File: config.mk
export PLATFORM = sky130hd
export DESIGN_NAME = uart_response_builder
export DESIGN_NICKNAME = d
export VERILOG_FILES = /design/src/rtl/uart_response_builder.sv
export SDC_FILE = /design/constraint.sdc
export NUM_CORES = 1
export LEC_CHECK = 0
export ABC_AREA = 1
export CORE_MARGIN = 4
export CORE_UTILIZATION = 51
export DETAILED_ROUTE_END_ITERATION = 12
export DONT_BUFFER_PORTS = 1
export GPL_TIMING_DRIVEN = 0
export PLACE_DENSITY = 0.75
export SYNTH_ARGS = -nofsm -noshare
export SYNTH_HDL_FRONTEND = slang
export SYNTH_SLANG_ARGS = --single-unit
File: constraint.sdc
create_clock -name clk -period 3 [get_ports clk]
set_clock_uncertainty 0.2 [all_clocks]
set_input_delay 0.6 -clock clk [delete_from_list [all_inputs] [get_ports clk]]
set_output_delay 0.6 -clock clk [all_outputs]
set_load 0.02 [all_outputs]
File: src/rtl/uart_response_builder.sv
// UART response frame builder.
// Turns one bridge response into a framed byte stream for the UART TX FIFO:
// SOF, STATUS, CMD, optional 4 little-endian DATA bytes (successful reads only),
// then a CRC-8 over every byte except SOF. All outputs are registered.
module uart_response_builder #(
   parameter logic [7:0] SOF_DEVICE = 8'h5A,
   parameter logic [7:0] CRC_POLY   = 8'h07,
   parameter logic [7:0] CRC_INIT   = 8'h00
) (
   input  logic        clk,
   input  logic        rst,
   input  logic        resp_valid,
   output logic        resp_ready,
   input  logic [7:0]  resp_status,
   input  logic [7:0]  resp_cmd,
   input  logic [31:0] resp_data,
   output logic [7:0]  tx_data,
   output logic        tx_valid,
   input  logic        tx_ready,
   output logic        busy,
   output logic        frame_done,
   output logic [15:0] frame_count
);

   typedef enum logic [2:0] {IDLE, SOF, STATUS, CMD, DATA, CRC} state_t;

   state_t      state_q;
   logic [7:0]  status_q;
   logic [7:0]  cmd_q;
   logic [31:0] data_q;
   logic [1:0]  idx_q;
   logic [7:0]  crc_q;
   logic [7:0]  tx_data_q;
   logic        tx_valid_q;
   logic        frame_done_q;
   logic [15:0] frame_count_q;

   logic [7:0]  crc_d;
   logic [7:0]  next_data_byte;
   logic [1:0]  idx_d;
   logic        read_ok;
   logic        tx_accept;

   // One CRC-8 step over a whole byte, MSB first, no reflection.
   function automatic logic [7:0] crc8_step(input logic [7:0] crc, input logic [7:0] b);
      logic [7:0] c;
      c = crc ^ b;
      for (int i = 0; i < 8; i++) begin
         c = c[7] ? ({c[6:0], 1'b0} ^ CRC_POLY) : {c[6:0], 1'b0};
      end
      return c;
   endfunction

   // CRC folds in the byte currently on tx_data; the next data byte is picked by the wrapping index.
   always_comb begin
      crc_d     = crc8_step(crc_q, tx_data_q);
      read_ok   = cmd_q[7] && (status_q == 8'h00);
      tx_accept = tx_valid_q && tx_ready;
      idx_d     = idx_q + 2'd1;
      case (idx_d)
         2'd0:    next_data_byte = data_q[7:0];
         2'd1:    next_data_byte = data_q[15:8];
         2'd2:    next_data_byte = data_q[23:16];
         default: next_data_byte = data_q[31:24];
      endcase
   end

   // Frame sequencer: latches the request, walks the byte order and counts finished frames.
   always_ff @(posedge clk or posedge rst) begin
      if (rst) begin
         state_q       <= IDLE;
         status_q      <= 8'h00;
         cmd_q         <= 8'h00;
         data_q        <= 32'h0;
         idx_q         <= 2'd0;
         crc_q         <= CRC_INIT;
         tx_data_q     <= 8'h00;
         tx_valid_q    <= 1'b0;
         frame_done_q  <= 1'b0;
         frame_count_q <= 16'h0000;
      end else begin
         frame_done_q <= 1'b0;
         case (state_q)
            IDLE: begin
               if (resp_valid) begin
                  status_q   <= resp_status;
                  cmd_q      <= resp_cmd;
                  data_q     <= resp_data;
                  crc_q      <= CRC_INIT;
                  idx_q      <= 2'd0;
                  tx_data_q  <= SOF_DEVICE;
                  tx_valid_q <= 1'b1;
                  state_q    <= SOF;
               end
            end
            SOF: begin
               if (tx_accept) begin
                  tx_data_q <= status_q;
                  state_q   <= STATUS;
               end
            end
            STATUS: begin
               if (tx_accept) begin
                  crc_q     <= crc_d;
                  tx_data_q <= cmd_q;
                  state_q   <= CMD;
               end
            end
            CMD: begin
               if (tx_accept) begin
                  crc_q <= crc_d;
                  if (read_ok) begin
                     idx_q     <= 2'd0;
                     tx_data_q <= data_q[7:0];
                     state_q   <= DATA;
                  end else begin
                     tx_data_q <= crc_d;
                     state_q   <= CRC;
                  end
               end
            end
            DATA: begin
               if (tx_accept) begin
                  crc_q <= crc_d;
                  idx_q <= idx_d;
                  if (idx_q == 2'd3) begin
                     tx_data_q <= crc_d;
                     state_q   <= CRC;
                  end else begin
                     tx_data_q <= next_data_byte;
                  end
               end
            end
            CRC: begin
               if (tx_accept) begin
                  tx_valid_q    <= 1'b0;
                  tx_data_q     <= 8'h00;
                  frame_done_q  <= 1'b1;
                  frame_count_q <= frame_count_q + 16'd1;
                  state_q       <= IDLE;
               end
            end
            default: begin
               tx_valid_q <= 1'b0;
               state_q    <= IDLE;
            end
         endcase
      end
   end

   // Handshake and status outputs derive from registered state only.
   always_comb begin
      resp_ready  = (state_q == IDLE);
      busy        = (state_q != IDLE);
      tx_data     = tx_data_q;
      tx_valid    = tx_valid_q;
      frame_done  = frame_done_q;
      frame_count = frame_count_q;
   end

endmodule

Word-level counts from Yosys, hierarchy flattened
Cells that the tools add are included.
{"block": "classes", "n_eq_ne": 17, "muxes": 40, "bitwise_logic": 10, "add_sub_neg": 2, "reduce_logical": 18}
{"op": "8-bit two-way mux", "count": 10}
{"op": "8-bit one-hot mux with 6 select lines", "count": 1}
{"op": "3-bit two-way mux", "count": 15}
{"op": "3-bit NOT", "count": 8}
{"op": "8-bit one-hot mux with 3 select lines", "count": 1}
{"op": "3-bit one-hot mux with 6 select lines", "count": 1}
{"op": "16-bit by 1-bit adder with 16-bit output (second input constant)", "count": 1}
{"op": "2-bit != test (second input constant)", "count": 8}
{"op": "8-bit one-hot mux with 2 select lines", "count": 1}
{"op": "7-bit AND reduction", "count": 2}
{"op": "8-bit logical NOT", "count": 1}
{"op": "2-bit two-way mux", "count": 4}
{"op": "8-bit XOR", "count": 1}
{"op": "3-bit by 2-bit == test with 1-bit output (second input constant)", "count": 2}
{"op": "3-bit == test (second input constant)", "count": 2}
{"op": "2-bit one-hot mux with 3 select lines", "count": 1}
{"op": "3-bit AND reduction", "count": 2}
{"op": "3-bit nonzero test", "count": 2}
{"op": "6-bit nonzero test", "count": 1}
{"op": "1-bit two-way mux", "count": 5}
{"op": "5-bit AND reduction", "count": 1}
{"op": "2-bit == test (second input constant)", "count": 2}
{"op": "2-bit AND reduction", "count": 2}
{"op": "4-bit OR reduction", "count": 1}
{"op": "11 further kinds", "count": 12}
{"block": "word_totals", "output_inout_bits": 28, "register_bits": 87, "inputBits": 52, "word_cells": 97}

Logic depth before layout (Yosys ltp)
{"block": "logic_depth", "word_depth": 20, "depth_mapped": 13, "mapped_depth_nobuf": 13}

Worst setup path after synthesis
OpenSTA, ideal clock, no wires.
{"block": "synth_timing", "kind": "register to register", "start": "register state_q[1]", "end": "register status_q[4]", "t_required_ns": 2.684, "t_arrival_ns": 1.565, "slack_ns": 1.119, "n_path_buf": 2, "setup_ns": 0.116, "path_stages_with_launch": 11, "period_less_slack_ns": 1.881, "path_cell_list": "dfrtp_1 nor2_2 inv_2 nor2_4 inv_2 nor2_4 inv_2 buf_2 buf_6 nand2_1 nand2_1"}
{"block": "synth_via", "elab_chain_len": 2}
{"element": "start: declaration", "line": "27", "source": "state_t state_q;"}
{"element": "start signal: assignment", "line": "71", "source": "state_q <= IDLE;"}
{"element": "start signal: assignment", "line": "93", "source": "state_q <= SOF;"}
{"element": "start signal: assignment", "line": "99", "source": "state_q <= STATUS;"}
{"element": "3-bit logical NOT"}
{"element": "via resp_ready", "line": "13", "source": "output logic resp_ready,"}
{"element": "2-bit AND reduction (no line)"}
{"element": "end signal: assignment", "line": "86", "source": "status_q <= resp_status;"}
{"element": "end: declaration", "line": "28", "source": "logic [7:0] status_q;"}
The timed path passes the listed nets, and every way through them passes these cells.
A chain may end at the register's enable or synchronous reset.

Worst setup path in the final report
{"block": "layout_timing", "start": "register state_q[1]", "end": "register cmd_q[7]"}
{"block": "layout_via", "elab_chain_len": 2}
{"element": "3-bit logical NOT"}
{"element": "via resp_ready", "line": "13"}
{"element": "2-bit AND reduction (no line)"}
{"element": "end signal: assignment", "line": "87", "source": "cmd_q <= resp_cmd;"}
{"element": "end: declaration", "line": "29", "source": "logic [7:0] cmd_q;"}
The timed path passes the listed nets, and every way through them passes these cells.

==> impl_summary.md <==
Run status
The run finished with clean final reports.

Yosys
The most used flip-flop cell after synthesis is dfrtp_1. Sequential cells were found to cover ~48% of the synthesized design area. The number of storage elements in the synthesis netlist is slightly below 90.

The synthesized netlist net count is approximately 650. After synthesis, the share of flip-flops with an asynchronous set or reset is 100%. The largest total area in the synthesized netlist belongs to dfrtp_1. The mean instance size in the synthesized netlist is 7.67 sq um. Yosys mapped a number of flops with a built-in enable equal to 0. Of the post-synthesis cell area, the dominant cell type holds between 40% and 50%. In the synthesized netlist, the cells that appear most often are nand2_1 (270), dfrtp_1 (87), inv_1 (41). The post-synthesis instance total is around 600.

nand2_1 is the most common cell in the netlist. The number of distinct library cells after synthesis is 33. The total of warnings raised by yosys is 0. The mapped cell area is roughly 0.0046 sq mm. Ranked by total cell area, the synthesized netlist is headed by dfrtp_1 (48%), nand2_1 (22%), nand3_1 (4.4%).

Power
The total power divided by cell area is about 1000 mW/mm^2. For this design the static power due to leakage is about 2.6 nW. Across the VDD grid, the largest voltage drop is 0.000505 V.

Summing internal, switching and leakage power gives around 5 mW.

Clocking
The clock root buffer is clkbuf_8. The number of buffers on the longest clock path is 2. The clock sink count is 87.

Buffers inserted during clock tree synthesis total 9. The clock latency at the later pin of the worst-skew pair is 0.37 ns. In this run the number of H-tree levels came out at 3.

The clock edge transition at the registers on the reported setup and hold paths is approximately 0.090 ns. TritonCTS built the clock tree.

Worst setup path
The critical path is of the reg -> reg type. In this run the worst path has a maximum fanout of 10. The worst setup path is launched from a flop. The worst-path cell with the longest stage delay is dfrtp_1. Walking the worst path, the cells encountered are nor2_2 -> inv_2 -> nor2_4 -> inv_2 -> nor2_4 -> inv_2 -> buf_2 -> buf_6 -> nand2_1 -> nand2_1. Data on the critical path is required at its endpoint by slightly above 3 ns.

On the worst path, the slowest cell contributes a delay of ~0.44 ns. The critical path capture point type is a flop. The most prevalent standard cell on the critical path is inv_2.

For the worst setup path, the data arrival time is 2.36 ns.

STA
The final number of max-transition violations is 0. The final hold violation count is 0. Adding up every negative setup slack in the final design gives 0 ns. For the pin with the worst max-slew slack, the measured transition is 0.668 ns. For this run, the top clock speed supported by timing is roughly 440 MHz. Setup repair after global routing left no endpoint under its margin. The share of the clock period used by the worst path is 76.5%. The clock period minus worst slack is about 2.3 ns. The worst slew margin relative to its limit is between 50 and 60%. The final count of negative-setup-slack endpoints is 0.

Die
During I/O placement, the number of pins put on the boundary was 80. The die width is between 100 and 150 um. The core region is slightly below 0.009 sq mm. From bottom edge to top edge, the die measures around 100 um. The effective utilization at floorplan is between 50 and 60%. The standard-cell row count is 34. The floorplan step defined a die boundary enclosing 0.0105 sq mm.

Min path
The class of the tightest hold or removal check is in -> reg.

Cells and area
The area growth from synthesis to layout is 8.11%. 0 antenna diodes ended up in the layout. The number of nets in the layout is about 670. The fill cell instance count of the final layout is around 790. The sequential standard cell area is 0.00218 sq mm. Summing all multi-input logic gate instances after layout gives around 0.0021 sq mm. After the flow finishes, the layout carries non-filler instances totaling 723. The layout cell share with drive strength beyond 1 is approximately a tenth.

Routing
For this run, design rule violations remaining after detail routing come to 0. After detailed routing, the number of vias per cell comes to between 5 and 6. Dividing the detail-routed wire length by the instance count gives between 10 and 15 um. The count of nets left with antenna violations once routing finished came out at 0. The routed wire length is a little over 10 mm. After the first detailed-routing iteration, the DRC count stood at around 170. The detailed router placed about 3700 vias in this run. The first TritonRoute pass finished after 5 iterations.

Placement
In this run, placement finished with an instance count of 706. The placer's final routability congestion estimate is between 0.8 and 0.9. The number of port buffers is 0. Detailed placement ended at an HPWL of between 7 and 8 mm.

Job
The number of max-cap violations is 0.

Global routing
The first-pass GRT wire length is about 17 mm. Entering global routing, the biggest net connects 36 pins. Global routing used about a fifth of the available tracks across all layers. For this run the aggregate overflow at the end of global routing stands at 0. The number of antenna violations at the first check in global routing is 0. The via count of the first global-routing pass is 3635.
[metrics by stage]
stage / utilization (%) / area (sq um) / hold WS [ns] / setup WS, ns
global placement: 54.0 / 4710 / 0.260 / 0.710
detailed placement: 54.4 / 4750 / 0.262 / 0.705
CTS: 56.6 / 4940 / 0.136 / 0.688
floorplan: - / 4570 / 0.237 / 1.12
finish: 56.6 / 4940 / 0.147 / 0.704
global route: 56.6 / 4940 / 0.131 / 0.539
[power breakdown]
part           internal (mW)  switching (mW)  total (mW)
Combinational          0.779            1.50        2.28
Sequential              1.62           0.483        2.11
Clock                  0.328           0.439       0.767
Total                   2.73            2.42        5.15
[state kept, by name, summed over array words and instances, names as in the netlist]
signal / flops
data_q: 32
frame_count: 16
crc_q: 8
tx_data: 8
tx_valid: 1
status_q: 8
idx_q: 2
cmd_q: 8
frame_done: 1
state_q: 3
[cell families (layout without fill, tap and decap cells)]
family                   after synthesis  in the layout  synth area share (%)
AO/OA/AOI/OAI                         47             47                  5.56
XOR/XNOR                              27             27                  5.18
adder cells (fa/ha/maj)                6              6                  1.64
buffers and inverters                 65             84                  5.83
flip-flops                            87             87                  47.6
AND/OR/NAND/NOR                      364            364                  34.1
[layout make-up]
| type | instances | share of cell area (%) |
|---|---|---|
| sequential | 87 | 44.1 |
| multi-input combinational | 444 | 43.0 |
| inverter | 50 | 3.88 |
| clock buffer | 10 | 2.79 |
| tap | 108 | 2.74 |
| buffer | 15 | 1.60 |
| timing repair buffer | 3 | 1.01 |
| clock inverter | 6 | 0.887 |
[layer usage]
metal | vias up | part of all wire, % | GRT usage [%]
met5 | - | 0 | 0
met4 | 0 | 2.1 | 7.67
met3 | 20 | 5.3 | 4.06
met2 | 104 | 48 | 32.5
met1 | 1716 | 45 | 28.7
li1 | 1886 | - | -
[worst paths after layout]
kind | startpoint | end | slack, ns | cells past startpoint
setup / recovery | state_q[1] | cmd_q[7] | 0.70 | 10
hold / removal | resp_data[23] | data_q[23] | 0.15 | 2
setup reg to reg | state_q[1] | cmd_q[7] | 0.70 | 10
hold reg to reg | data_q[12] | data_q[12] | 0.28 | 2
max in group asynchronous | rst | frame_count[14] | 1.30 | 4
min in group asynchronous | rst | frame_count[1] | 0.53 | 2
[critical path, delay by kind of cell (launching register included)]
| family | cells | cell delay [ns] |
|---|---|---|
| flops | 1 | 0.44 |
| buf+inv | 5 | 0.69 |
| simple gates | 5 | 0.82 |
[layout by cell type, fill, tap and decap left out]
cell type	instances
a21oi_1	18
a21oi_2	1
a22o_1	1
buf_1	1
buf_12	2
buf_2	6
buf_6	2
clkbuf_1	6
clkbuf_8	10
clkinv_2	2
clkinv_4	1
clkinvlp_4	2
dfrtp_1	87
dlygate4sd3_1	1
ha_1	6
inv_1	40
inv_2	9
inv_6	2
nand2_1	270
nand2_2	3
nand2_4	1
nand2b_1	1
nand3_1	40
nand3_2	3
nand3_4	1
nand4_1	2
nor2_1	24
nor2_2	6
nor2_4	7
nor3_1	3
nor3_4	1
nor4_1	1
o211ai_1	3
o21a_1	1
o21ai_0	20
o21ai_1	2
o22ai_1	1
or2_1	1
xnor2_1	8
xor2_1	19
[what timing repair did]
action,in CTS,in global routing
endpoints found under the setup margin,0,0
hold buffers,1,0
resized for setup,0,0
hold endpoints to repair,19,0
setup buffers,0,0
Power figures use the tool's default switching activity.
